===== src/rtl/imem_loader.sv =====
// Instruction-memory loader: parses a framed byte stream (SYNC, N, N*4 bytes, XOR checksum),
// writes little-endian words into imem and releases the core reset after a good frame.
module imem_loader #(
  parameter int          ADDR_WIDTH = 5,
  parameter logic [7:0]  SYNC_BYTE  = 8'hA5
) (
  input  logic                  clk,
  input  logic                  rst,
  input  logic [7:0]            rx_data,
  input  logic                  rx_valid,
  output logic                  rx_ready,
  output logic                  imem_we,
  output logic [ADDR_WIDTH-1:0] imem_waddr,
  output logic [31:0]           imem_wdata,
  output logic                  core_rst,
  output logic                  load_done,
  output logic                  load_err,
  output logic [ADDR_WIDTH:0]   words_loaded
);

  localparam int unsigned DEPTH = 2 ** ADDR_WIDTH;
  localparam int          CW    = ADDR_WIDTH + 1;

  localparam logic [CW-1:0] CNT_ONE = CW'(1);

  localparam logic [2:0] S_IDLE  = 3'd0;
  localparam logic [2:0] S_COUNT = 3'd1;
  localparam logic [2:0] S_DATA  = 3'd2;
  localparam logic [2:0] S_WRITE = 3'd3;
  localparam logic [2:0] S_CHECK = 3'd4;
  localparam logic [2:0] S_DONE  = 3'd5;
  localparam logic [2:0] S_ERROR = 3'd6;

  logic [2:0]    state_q,     state_d;
  logic [CW-1:0] n_q,         n_d;
  logic [CW-1:0] words_q,     words_d;
  logic [7:0]    chk_q,       chk_d;
  logic [1:0]    byte_idx_q,  byte_idx_d;
  logic [31:0]   word_q,      word_d;
  logic          core_rst_q,  core_rst_d;
  logic          load_done_q, load_done_d;
  logic          load_err_q,  load_err_d;

  logic accept;
  logic is_sync;
  logic n_bad;

  assign rx_ready = (state_q != S_WRITE);
  assign accept   = rx_valid && rx_ready;
  assign is_sync  = (rx_data == SYNC_BYTE);
  assign n_bad    = (rx_data == 8'd0) || (32'(rx_data) > DEPTH);

  // NOTE: every *_d gets its default (hold) first, so no path through the case can infer a latch.
  always_comb begin
    state_d     = state_q;
    n_d         = n_q;
    words_d     = words_q;
    chk_d       = chk_q;
    byte_idx_d  = byte_idx_q;
    word_d      = word_q;
    core_rst_d  = core_rst_q;
    load_done_d = 1'b0;
    load_err_d  = load_err_q;

    case (state_q)
      // A sync byte only restarts a frame from an idle-like state; inside a frame it is payload.
      S_IDLE, S_DONE, S_ERROR: begin
        if (accept && is_sync) begin
          state_d    = S_COUNT;
          core_rst_d = 1'b1;
          load_err_d = 1'b0;
          words_d    = '0;
          chk_d      = 8'd0;
        end
      end

      S_COUNT: begin
        if (accept) begin
          if (n_bad) begin
            state_d    = S_ERROR;
            load_err_d = 1'b1;
          end else begin
            n_d        = rx_data[CW-1:0];
            chk_d      = rx_data;
            byte_idx_d = 2'd0;
            state_d    = S_DATA;
          end
        end
      end

      S_DATA: begin
        if (accept) begin
          case (byte_idx_q)
            2'd0:    word_d[7:0]   = rx_data;
            2'd1:    word_d[15:8]  = rx_data;
            2'd2:    word_d[23:16] = rx_data;
            default: word_d[31:24] = rx_data;
          endcase
          chk_d      = chk_q ^ rx_data;
          byte_idx_d = byte_idx_q + 2'd1;
          if (byte_idx_q == 2'd3) begin
            state_d = S_WRITE;
          end
        end
      end

      // The write strobe is this state itself; the count advances as it is left.
      S_WRITE: begin
        words_d    = words_q + CNT_ONE;
        byte_idx_d = 2'd0;
        if ((words_q + CNT_ONE) == n_q) begin
          state_d = S_CHECK;
        end else begin
          state_d = S_DATA;
        end
      end

      S_CHECK: begin
        if (accept) begin
          if (rx_data == chk_q) begin
            state_d     = S_DONE;
            load_done_d = 1'b1;
            core_rst_d  = 1'b0;
          end else begin
            state_d    = S_ERROR;
            load_err_d = 1'b1;
          end
        end
      end

      default: begin
        state_d = S_IDLE;
      end
    endcase
  end

  // NOTE: state registers use non-blocking assignments so every flop samples pre-edge values.
  always_ff @(posedge clk) begin
    if (rst) begin
      state_q     <= S_IDLE;
      n_q         <= '0;
      words_q     <= '0;
      chk_q       <= 8'd0;
      byte_idx_q  <= 2'd0;
      word_q      <= 32'd0;
      core_rst_q  <= 1'b1;
      load_done_q <= 1'b0;
      load_err_q  <= 1'b0;
    end else begin
      state_q     <= state_d;
      n_q         <= n_d;
      words_q     <= words_d;
      chk_q       <= chk_d;
      byte_idx_q  <= byte_idx_d;
      word_q      <= word_d;
      core_rst_q  <= core_rst_d;
      load_done_q <= load_done_d;
      load_err_q  <= load_err_d;
    end
  end

  assign imem_we      = (state_q == S_WRITE);
  assign imem_waddr   = words_q[ADDR_WIDTH-1:0];
  assign imem_wdata   = word_q;
  assign core_rst     = core_rst_q;
  assign load_done    = load_done_q;
  assign load_err     = load_err_q;
  assign words_loaded = words_q;

endmodule

===== config.mk =====
export PLATFORM = sky130hd
export DESIGN_NAME = imem_loader
export DESIGN_NICKNAME = d
export VERILOG_FILES = /design/src/rtl/imem_loader.sv
export SDC_FILE = /design/constraint.sdc
export NUM_CORES = 1
export LEC_CHECK = 0
export ABC_AREA = 0
export BUFFER_PORTS_ARGS = -buffer_cell sky130_fd_sc_hd__buf_2
export CORE_ASPECT_RATIO = 0.75
export CORE_MARGIN = 2
export CORE_UTILIZATION = 40
export DETAILED_ROUTE_END_ITERATION = 16
export GPL_ROUTABILITY_DRIVEN = 0
export PLACE_DENSITY = 0.67
export SLEW_MARGIN = 20
export SYNTH_ARGS = -nofsm -noshare
export SYNTH_HDL_FRONTEND = slang
export SYNTH_SLANG_ARGS = --single-unit
export TNS_END_PERCENT = 5

===== constraint.sdc =====
create_clock -name clk -period 2.75 [get_ports clk]
set_input_delay 0.1375 -clock clk [delete_from_list [all_inputs] [get_ports clk]]
set_output_delay 0.1375 -clock clk [all_outputs]
set_load 0.02 [all_outputs]

-- Word-level counts from Yosys, hierarchy flattened
Index checks and enable logic that the tools add are counted.
- $add $sub $neg: 2
- magnitude comparators: 1
- eq/ne operators: 22
- muxes and demuxes: 31
- bitwise operators: 5
- reductions and logical operators: 25
- operator list (operator ; number):
    8-bit two-way mux ; 4
    8-bit case mux with 3 select lines ; 1
    3-bit two-way mux ; 7
    2-bit != test, second input constant ; 9
    3-bit case mux with 5 select lines ; 1
    3-bit AND reduction ; 5
    6-bit case mux with 2 select lines ; 1
    5-bit AND reduction ; 2
    3-bit equality test, second input constant ; 3
    1-bit two-way mux ; 9
    3-bit nonzero test ; 3
    3-bit OR reduction ; 3
    8-bit equality test ; 1
    8-bit equality test, second input constant ; 1
    8-bit by 6-bit greater-than comparator with 1-bit output, second input constant ; 1
    8-bit logical NOT ; 1
    2-bit two-way mux ; 4
    4-bit AND reduction ; 2
    8-bit bitwise XOR ; 1
    6-bit by 1-bit adder with 6-bit output, second input constant ; 1
    3-bit by 2-bit equality test with 1-bit output, second input constant ; 2
    6-bit equality test ; 1
    6-bit two-way mux ; 1
    2-bit case mux with 3 select lines ; 1
    other kinds (15) ; 21
- register bits after elaboration: 60
- input port bits: 11
- output and inout port bits: 48

-- Logic depth before layout (Yosys ltp)
- word-level depth: 5
- mapped depth: 8

-- Worst setup path after synthesis
No wires, ideal clock.
- kind: register to register
- start: register words_q[0] (netlist: words_loaded[0])
- end: register state_q[1]
- library setup time: 0.137 ns
- arrival time: 2.026 ns
- required time: 2.613 ns
- slack: 0.587 ns
- cell stages (with the launch flop): 7
- path through: dfxtp_1 > ha_1 > nand3_1 > or3_1 > a2111oi_0 > mux2_2 > a211oi_1
- cells in the longest elaborated chain, start to end: 4
- ends and longest elaborated chain (element ; RTL line ; RTL):
    start: declaration ; 36 ; logic [CW-1:0] words_q, words_d;
    start signal: assignment ; 152 ; words_q <= words_d;
    6-bit by 1-bit adder with 6-bit output ; 111 ; if ((words_q + CNT_ONE) == n_q) begin
    6-bit equality test ; 111 ;
    3-bit two-way mux ; 111 ;
    3-bit case mux with 5 select lines ; 65 ; case (state_q)
    end signal: assignment ; 150 ; state_q <= state_d;
    end: declaration ; 34 ; logic [2:0] state_q, state_d;
Every way passes these cells.
A chain may end at the register's enable or synchronous reset.

-- Final worst setup path
Same ends and word-level chain as after synthesis.

==> impl_results.md <==
* Vias at 3168
* Post-cts sizing count at 0
* Final WL at 8750 um
* Min Tclk post-route at 2310 ps
* LEAKAGE at 1.43 nW
* Wirelength per Cell at 15.5 um
* CP peak stage delay at 630 ps
* Reg clk slew, reported paths at 70 ps
* Max stage delay cell, worst path: a2111oi_0
* Unrepaired setup endpoints after global routing: no
* Num ports at 59
* GRT Total Usage at 0.199
* Final Hold Viols at 0
* Measured slew at the worst slew-check pin at 699 ps
* DIE AREA at 8950 um^2
* Status: completed
* Initial antenna violation count at 0
* Post-route setup TNS at 0 ps
* Die Span Y at 82.4 um
* Synth cell count leaders: 60 x dfxtp_1, 51 x nand2_1, 49 x nand3_1
* Post-route ant nets at 0
* Post-synth EDFFs at 0
* Mean Syn Cell Area at 7.92 um^2
* FMAX at 432 MHz
* Total core area at 7920 um^2
* Cts hold-fix bufs at 0
* Nets at 470
* Register area at 1200 um^2
* CTS Sinks at 60
* Setup bufs post-CTS at 0
* CTS tree: yes
* Worst rel slew slack at 0.532
* Count of distinct cell types in the synthesized netlist at 51
* CP max FO at 8
* Dominant synthesized flop cell: dfxtp_1
* CTS Root Buffer Type: clkbuf_8
* Crit path kind: reg -> reg
* Setup crit start: words_loaded[0]
* Max VDD drop at 0.208 mV
* Req. time, crit path at 2970 ps
* Global route total overflow at 0
* Most frequent cell after synthesis: dfxtp_1
* Placed Cells at 547
* Design area at 3830 um^2
* Post-Synthesis Cells at 414
* N_diodes at 0
* CP cell instances: ha_1, nand3_1, or3_1, a2111oi_0, mux2_2, a211oi_1
* Max cap viols at 0
* # DRC at 0
* Fill cell count at 794
* Final setup viols at 0
* PD cells at 509 nW/um^2
* Period utilization at 0.841
* Finished Layout Cells at 563
* Global-route wire length before repair at 13900 um
* Number of CTS-inserted buffers at 9
* Pin count of the biggest net entering global routing at 33
* Worst Path Arrival at 2540 ps
* Initial drt markers at 300
* Yosys warns at 0
* Site Rows at 28
* Async set-reset flop share out of synthesis at 0
* Vias in the first global route at 2766
* Synthesis-to-finish area growth at 16.9%
* Vias per inst at 5.63
* Slew Limit Fails at 0
* Floorplan die width at 109 um
* Footprint of the multi-input gates at 1860 um^2
* RR Startpoint: words_loaded[0]
* PortBufs at 58
* Initial Utilization at 0.414
* Ranking of synthesized cells by area: dfxtp_1 37%, nand3_1 7.5%, a21oi_1 6.9%, nand2_1 5.8%, xnor2_1 3.5%
* Clk_skew at 7.18 ps
* Critical Path End Type: flop
* Total power at 1.95 mW
* Yosys top cell by area: dfxtp_1
* Initial DRT Pass Iterations at 5
* Synth top area share at 0.366
* Hold Crit Start: rx_data[6]
* Post-Syn Nets at 431
* H-tree levels at 3
* Share of cells above drive strength 1 at 0.205
* Clock latency on the worst-skew pair at 340 ps
* Synthesized cell area at 3280 um^2
* Flops & latches, synth at 60
* Post-placement cell area at 3580 um^2
* Setup crit start kind: flop
* Maximum clock insertion buffer count at 2
* Final hold slack at 158 ps
* Sequential share of the synthesized area at 0.366
* Hold crit path type: in -> reg
* Hpwl dp at 5800 um
-- state kept, by name (all words and copies together), names as in the netlist --
name	flops
byte_idx_q	2
chk_q	8
core_rst	1
imem_wdata	32
load_done	1
load_err	1
n_q	6
state_q	3
words_loaded	6
-- layer usage --
layer	global-route usage	vias to the layer above	part of all wire
met3	0.0518	18	0.070
met2	0.292	114	0.43
met4	0.0628	0	0.015
met5	0	-	0
li1	-	1551	-
met1	0.284	1485	0.49
-- power breakdown --
| group | internal (mW) | switching [mW] |
|---|---|---|
| clock | 0.651 | 0.356 |
| sequential | 0.869 | 0.0000389 |
| combinational | 0.0192 | 0.0559 |
| total | 1.54 | 0.412 |
-- kinds of logic (layout without fill, tap and decap cells) --
logic type / Yosys count / after routing / synth area share
xor gates and xnor gates: 16 / 16 / 0.0427
and+or+nand+nor: 178 / 178 / 0.282
adders and majority gates: 6 / 6 / 0.0229
buffers and inverters: 47 / 91 / 0.0668
DFF: 60 / 60 / 0.366
muxes: 7 / 7 / 0.0221
AOI/OAI and AO/OA: 100 / 100 / 0.197
-- worst max-delay path: cells and delay by family, from the launching register on --
| kind | cells | cell delay, ps |
|---|---|---|
| muxes | 1 | 270 |
| adders and majority gates | 1 | 290 |
| and+or+nand+nor | 2 | 490 |
| DFF | 1 | 460 |
| AOI/OAI and AO/OA | 2 | 690 |
-- metrics by stage --
step / utilization / setup WS [ps]
after global routing: 0.484 / 218
final: 0.484 / 436
after detailed placement: 0.453 / 432
after CTS: 0.484 / 397
after floorplan: - / 587
after global placement: 0.453 / 562
-- path summary, 6_finish.rpt --
path | slack, ps | depth (start not counted) | to
hold / removal | 160 | 3 | imem_wdata[6]
setup / recovery | 440 | 6 | state_q[1]
hold reg to reg | 450 | 2 | imem_wdata[23]
setup reg to reg | 440 | 6 | state_q[1]
-- cells in the final DEF, fill, tap and decap left out, types with 2 or more instances in the layout --
cell type  netlist  routed
clkbuf_8         0      11
inv_1            7       7
nand4b_1         9       9
o221ai_1         3       3
nor4_1           3       3
o21ai_0         13      13
mux2i_1          5       5
a211oi_1         2       2
bufinv_16        0       3
a31oi_1         12      12
a21oi_1         45      45
o22ai_1          3       3
nor3b_1          2       2
dfxtp_1         60      60
buf_4            8      10
nor2_1          19      19
buf_2            4      58
a22oi_1          2       2
nand2b_1         7       7
or3_1            5       5
nand3_1         49      49
nand3b_1         7       7
ha_1             6       6
or3_4            2       2
nor3_1           7       7
nor2b_1          6       6
a21o_1           8       8
or4_1            2       2
xor2_1           3       3
and2_1           2       2
and3_1           2       2
mux2_2           2       2
a41oi_2          2       2
xnor2_1         13      13
nand2_1         51      51
-- final cells by class --
class,count,area share
Sequential cell,60,0.313
Inverter,7,0.00685
Clock inverter,4,0.0248
Timing Repair Buffer,68,0.0953
Clock buffer,12,0.0405
Multi-Input combinational cell,307,0.485
Tap cell,105,0.0343
Power figures use the tool's default switching activity.
